File: config.mk
export PLATFORM = sky130hd
export DESIGN_NAME = display_arbiter_flat
export DESIGN_NICKNAME = d
export VERILOG_FILES = /design/src/rtl/display_arbiter_if.sv /design/src/rtl/display_arbiter.sv /design/src/flat_wrapper.sv
export SDC_FILE = /design/constraint.sdc
export NUM_CORES = 1
export LEC_CHECK = 0
export ABC_CLOCK_PERIOD_IN_PS = 2800
export CORE_ASPECT_RATIO = 1.2
export CORE_MARGIN = 1.5
export CORE_UTILIZATION = 49
export CTS_CLUSTER_DIAMETER = 80
export CTS_CLUSTER_SIZE = 16
export DETAILED_ROUTE_END_ITERATION = 12
export HOLD_SLACK_MARGIN = 0.02
export PLACE_DENSITY = 0.87
export REMOVE_ABC_BUFFERS = 1
export SYNTH_ARGS = -nofsm -noshare
export SYNTH_HDL_FRONTEND = slang
export SYNTH_SLANG_ARGS = --single-unit
File: constraint.sdc
create_clock -name clk -period 2.8 [get_ports clk]
set_clock_uncertainty 0.1 [all_clocks]
set_input_delay 0.56 -clock clk [delete_from_list [all_inputs] [get_ports clk]]
set_output_delay 0.56 -clock clk [all_outputs]
set_load 0.01 [all_outputs]
File: src/rtl/display_arbiter_if.sv
// Handshake and display bundle between the two producers and the display arbiter.
// The master side is the producers (keypad echo, result); the slave side is the arbiter.
interface display_arbiter_if;
  logic        clear;
  logic        req_a;
  logic [15:0] data_a;
  logic        gnt_a;
  logic        req_b;
  logic [15:0] data_b;
  logic        gnt_b;
  logic [3:0]  d3;
  logic [3:0]  d2;
  logic [3:0]  d1;
  logic [3:0]  d0;
  logic        busy;

  modport master (
    output clear, req_a, data_a, req_b, data_b,
    input  gnt_a, gnt_b, d3, d2, d1, d0, busy
  );

  modport slave (
    input  clear, req_a, data_a, req_b, data_b,
    output gnt_a, gnt_b, d3, d2, d1, d0, busy
  );
endinterface

File: src/rtl/display_arbiter.sv
// Owns the 4-digit display value and arbitrates keypad echo (A) against results (B).
// A result load locks the display for HOLD_CYCLES cycles so it stays readable.
module display_arbiter #(
  parameter int HOLD_CYCLES = 27000000
) (
  input  logic              clk,
  input  logic              rst_n,
  display_arbiter_if.slave  bus
);
  localparam int CNT_W = $clog2(HOLD_CYCLES + 1);
  localparam logic [CNT_W-1:0] CNT_LAST = CNT_W'(HOLD_CYCLES - 1);

  typedef enum logic {IDLE, HOLD} state_t;

  state_t           state_reg, state_next;
  logic [15:0]      disp_reg, disp_next;
  logic [CNT_W-1:0] cnt_reg, cnt_next;
  logic             gnt_a_raw, gnt_b_raw;

  always_ff @(posedge clk or negedge rst_n) begin
    if (!rst_n) begin
      state_reg <= IDLE;
      disp_reg  <= '0;
      cnt_reg   <= '0;
    end else begin
      state_reg <= state_next;
      disp_reg  <= disp_next;
      cnt_reg   <= cnt_next;
    end
  end

  // Priority is clear > B > A; A is never eligible while the result is locked.
  always_comb begin
    state_next = state_reg;
    disp_next  = disp_reg;
    cnt_next   = cnt_reg;
    gnt_a_raw  = 1'b0;
    gnt_b_raw  = 1'b0;
    case (state_reg)
      IDLE: begin
        if (bus.clear) begin
          disp_next = '0;
        end else if (bus.req_b) begin
          gnt_b_raw  = 1'b1;
          disp_next  = bus.data_b;
          cnt_next   = '0;
          state_next = HOLD;
        end else if (bus.req_a) begin
          gnt_a_raw = 1'b1;
          disp_next = bus.data_a;
        end
      end
      HOLD: begin
        if (bus.clear) begin
          disp_next  = '0;
          cnt_next   = '0;
          state_next = IDLE;
        end else if (bus.req_b) begin
          gnt_b_raw = 1'b1;
          disp_next = bus.data_b;
          cnt_next  = '0;
        end else if (cnt_reg == CNT_LAST) begin
          state_next = IDLE;
        end else begin
          cnt_next = cnt_reg + 1'b1;
        end
      end
      default: state_next = IDLE;
    endcase
  end

  // Grants are combinational, so they must also be forced low while reset is held.
  assign bus.gnt_a = gnt_a_raw & rst_n;
  assign bus.gnt_b = gnt_b_raw & rst_n;
  assign bus.busy  = (state_reg == HOLD);
  assign bus.d3    = disp_reg[15:12];
  assign bus.d2    = disp_reg[11:8];
  assign bus.d1    = disp_reg[7:4];
  assign bus.d0    = disp_reg[3:0];
endmodule

File: src/flat_wrapper.sv
// flat-port wrapper written by rule: the top's interface ports become plain ports
module display_arbiter_flat 
#(
  parameter int HOLD_CYCLES = 27000000
)
  (clk, rst_n, bus_clear, bus_req_a, bus_data_a, bus_req_b, bus_data_b, bus_gnt_a, bus_gnt_b, bus_d3, bus_d2, bus_d1, bus_d0, bus_busy);
  display_arbiter_if bus_i ();
  input  logic clk;
  input  logic rst_n;
  input wire logic [$bits(bus_i.clear)-1:0] bus_clear;
  input wire logic [$bits(bus_i.req_a)-1:0] bus_req_a;
  input wire logic [$bits(bus_i.data_a)-1:0] bus_data_a;
  input wire logic [$bits(bus_i.req_b)-1:0] bus_req_b;
  input wire logic [$bits(bus_i.data_b)-1:0] bus_data_b;
  output wire logic [$bits(bus_i.gnt_a)-1:0] bus_gnt_a;
  output wire logic [$bits(bus_i.gnt_b)-1:0] bus_gnt_b;
  output wire logic [$bits(bus_i.d3)-1:0] bus_d3;
  output wire logic [$bits(bus_i.d2)-1:0] bus_d2;
  output wire logic [$bits(bus_i.d1)-1:0] bus_d1;
  output wire logic [$bits(bus_i.d0)-1:0] bus_d0;
  output wire logic [$bits(bus_i.busy)-1:0] bus_busy;
  assign bus_i.clear = bus_clear;
  assign bus_i.req_a = bus_req_a;
  assign bus_i.data_a = bus_data_a;
  assign bus_i.req_b = bus_req_b;
  assign bus_i.data_b = bus_data_b;
  assign bus_gnt_a = bus_i.gnt_a;
  assign bus_gnt_b = bus_i.gnt_b;
  assign bus_d3 = bus_i.d3;
  assign bus_d2 = bus_i.d2;
  assign bus_d1 = bus_i.d1;
  assign bus_d0 = bus_i.d0;
  assign bus_busy = bus_i.busy;
  display_arbiter #(.HOLD_CYCLES(HOLD_CYCLES)) u_core (.clk(clk), .rst_n(rst_n), .bus(bus_i));
endmodule
* Yosys cells after proc, flatten, opt, wreduce, memory -nomap -nowiden *
Index checks and enable logic that the tools add are counted.

storage, ports and cells
  register bits after elaboration = 42
  logic and storage cells = 37

operators by class
  add/sub/neg operators = 1
  equality and inequality tests = 6
  mux-type cells = 22
  bitwise operators = 3
  reductions and logical operators = 2

operators by type and width
  cell                     count
  $mux W25                 5
  $mux W16                 5
  $pmux W25 S2             1
  $pmux W16 S2             1
  $add A25 B1 Y25 const B  1
  $eq A25 B25 Y1 const B   1
  $mux W1                  9
  $ne A4 B4 Y1 const B     2
  $ne A2 B2 Y1 const B     2
  $ne A3 B3 Y1 const B     1
  $reduce_and A3 Y1        1
  $and A1 B1 Y1            2
  $pmux W1 S2              1
  $reduce_and A2 Y1        1
  $not A1 Y1               1

* Depth between registers and ports, before layout *
  word-level depth = 5
  mapped depth = 8
  depth with buffers taken out = 7

* Least setup slack after synthesis *
OpenSTA, ideal clock, no wires.

  kind = input-to-output
  start point = input bus_req_a
  end point = output bus_gnt_a
  data arrival time = 1530 ps
  required time = 2140 ps
  path slack = 610 ps
  stages on the path = 3
  cell sequence = nand2_1 > buf_2 > nor4b_1

between the ends
  word-level cells in the longest chain between the ends = 5

RTL lines
  what           line                   source
  from (decl)    flat_wrapper.sv:11     input wire logic [$bits(bus_i.req_a)-1:0] bus_req_a;
  $mux W1        display_arbiter.sv:48  end else if (bus.req_a) begin
  $mux W1        display_arbiter.sv:43  end else if (bus.req_b) begin
  $mux W1        display_arbiter.sv:41  if (bus.clear) begin
  $mux W1        display_arbiter.sv:39  case (state_reg)
  $and A1 B1 Y1  display_arbiter.sv:73  assign bus.gnt_a = gnt_a_raw & rst_n;
  to (decl)      flat_wrapper.sv:15     output wire logic [$bits(bus_i.gnt_a)-1:0] bus_gnt_a;

No other way between the ends.

* Final worst setup path *
Same ends and word-level chain as after synthesis.

==> impl_metrics.yaml <==
worst_setup_path:
  required_ns: 2.14
  critPathMaxFanout: 2
  crit_path_frequent_cell: "clkdlybuf4s50_1"
  cp-start-kind: "input port"
  path_cells: "clkdlybuf4s50_1 > nand2_1 > nor4b_1 > clkdlybuf4s50_1"
  cp-end-kind: "primary output"
  critical_path_class: "input port to primary output"
  cpMaxStageDelayCell: "clkdlybuf4s50_1"
  slowest_delay_ns: 0.58
  worstPathArrival_ns: 1.93
  ff2ff_setup_slack_ns: 0.46
yosys:
  syn_area_um2: 2270
  yosys.area.top_type: "dfrtp_1"
  syn_inst: 262
  synth.area.mux_share_pct: 7.49
  ys_types: 37
  synthXorXnorAreaFrac_pct: 0
  syn_avg_cell_area_um2: 8.67
  ys_seq_area_share_pct: 46.3
  synth_edf_count: 0
  ys_warn_count: 0
  synth_compound_area_share_pct: 17.4
  ys_top_cells_by_count: "nor2_1 (54), dfrtp_1 (42), o21ai_0 (27)"
  ys_top_cells_by_area: "dfrtp_1 (46%), nor2_1 (8.9%), mux2i_1 (7.5%), o21ai_0 (5.9%), a21oi_1 (5.1%)"
  synth_top_area_share_pct: 46.3
  synthSimpleGateAreaFrac_pct: 25.0
  synth_top_family_by_area: "simple AND/OR/NAND/NOR gates"
  ys_async_sr_fraction_pct: 100
  synthFlopType: "dfrtp_1"
  synth_most_common_cell: "nor2_1"
  synthAdderAreaFrac_pct: 0.551
  synth_seq_cells: 42
pwr:
  pwr_density_cell_nw_per_um2: 440
  max-vdd-ir-drop_uv: 345
  p_leak_nw: 1.33
sta:
  slew_headroom_pct: 64.5
  slew_viol_final: 0
  grt_setup_unrepaired: "false"
  worst_pin_slew_ns: 0.533
  holdWs_ns: 0.273
  setup_tns_ns: 0
  hold_viol_final: 0
  layout_worst_path_cycle_share_pct: 92.6
  setup_viol_count_final: 0
  fmax_mhz: 386
  min_period_ns: 2.59
clock_tree:
  cts_tree: "yes"
  cts_setup_buffers: 0
  htree_levels: 2
  clockRootBuffer: "clkbuf_8"
  cts-hold-fix-buffers: 0
  insertion_delay_ns: 0.30
  clkSlewWorstSetupHoldPaths_ns: 0.08
  cts_resized: 0
  numCtsBuffers: 5
  clock_sinks: 42
  clockBufferDepth: 2
routing:
  postRouteAntennaNets: 0
  wirelength_um: 5790
  remaining_drc_errors: 0
  via_count: 2199
  first_iter_violations: 135
  viasPerCell: 5.85
  firstDrtPassIters: 4
  routedWlPerCell_um: 15.4
finish:
  fin_nets: 357
  syn_to_final_growth_pct: 32.1
  nFillCells: 363
  drive_above_1_share_pct: 7.19
  diodes: 0
  largest_register_ffs: 25
global_routing:
  grt_pass1_wl_um: 9410
  grt_max_degree: 43
  grt_pass1_vias: 2062
  gr-total-overflow: 0
  groute.usage.overall_pct: 23.6
  antenna_found_initial: 0
floorplan:
  rows: 26
  io_pins: 56
  core_area_um2: 4360
  initial_core_util_pct: 52.1
  die_w_um: 65.2
  fp.dieH_um: 77.6
  die_area_um2: 5060
status:
  outcome: "finished, final reports clean"
placement:
  hpwl_um: 4030
  port_buffers: 55
  gp_congestion: 0.842
worst_hold_path:
  min_path_type: "input port to asynchronous set/reset pin"
run:
  maxCapViolCount: 0
## per-layer routing
layer  share of wire, %  up-vias  GRT usage [%]
met5                  0        -              0
met4               0.40        0           6.25
met3                8.1        2           7.25
met2                 49       83           39.8
met1                 42     1056           29.3
li1                   -     1058              -
## power by group
part           switching [mW]  internal (mW)  leakage (nW)  total [mW]
registers              0.0108          0.623         0.573       0.633
clock network           0.213          0.266        0.0514       0.480
logic                  0.0959          0.111         0.701       0.207
## final timing paths
path	from	end	cells past startpoint
worst max-delay path	bus_req_a	bus_gnt_a	4
worst min-delay path	rst_n	u_core.disp_reg[5]	2
worst max register to register	u_core.cnt_reg[0]	u_core.cnt_reg[9]	8
worst min register to register	u_core.cnt_reg[24]	u_core.cnt_reg[24]	1
max in group asynchronous	rst_n	u_core.cnt_reg[7]	2
min in group clk	u_core.cnt_reg[24]	u_core.cnt_reg[24]	1
## final cells by class
class                           instances  area (µm²)  share of cell area, %
Tap cell                               56        70.1                   2.33
Clock inverter                          2        37.5                   1.25
Multi-Input combinational cell        203        1150                   38.2
Timing Repair Buffer                   64         613                   20.4
Clock buffer                            6        72.6                   2.42
Inverter                                3        11.3                  0.375
Sequential cell                        42        1050                   35.0
## cells in the final DEF, fill, tap and decap left out, drive strengths merged
cell type       n
and4            1
nor2           55
or3             2
o311ai          1
clkdlybuf4s50  54
nor3            1
ha              1
or2             2
mux2i          17
a32oi           1
nor4            2
nand2b          1
a31oi           9
bufinv          1
o31ai           4
nor4b           2
clkbuf          6
o21a            1
dfrtp          42
nand3           7
nand3b          2
nand2          20
buf            10
nand4          13
o21ai          27
or4             1
and3            4
o41ai           2
o211ai          1
and3b           1
clkinvlp        1
a21oi          23
a22o            1
and2            1
inv             3
## worst max-delay path: cells and delay by family
kind	cells	cell delay (ns)
buffers and inverters	2	1.03
and+or+nand+nor	2	0.34
## through the flow
stage          power, mW  instances  instance area [µm²]  util (%)  setup WS, ns
3_5_place_dp       0.854        368                 2890      66.3         0.197
5_1_grt             1.38        376                 3000      68.9         0.148
3_3_place_gp       0.848        368                 2890      66.3         0.204
4_1_cts             1.33        376                 3000      68.9         0.198
2_1_floorplan      0.721        248                 2210         -         0.543
6_report            1.32        376                 3000      68.9         0.207
## kinds of logic after synthesis
kind of cell | after synthesis
flip-flops | 42
adder cells (fa/ha/maj) | 1
multiplexers | 17
AND/OR/NAND/NOR | 115
AO/OA/AOI/OAI | 70
buffers and inverters | 17
(Power assumes the default switching activity.)
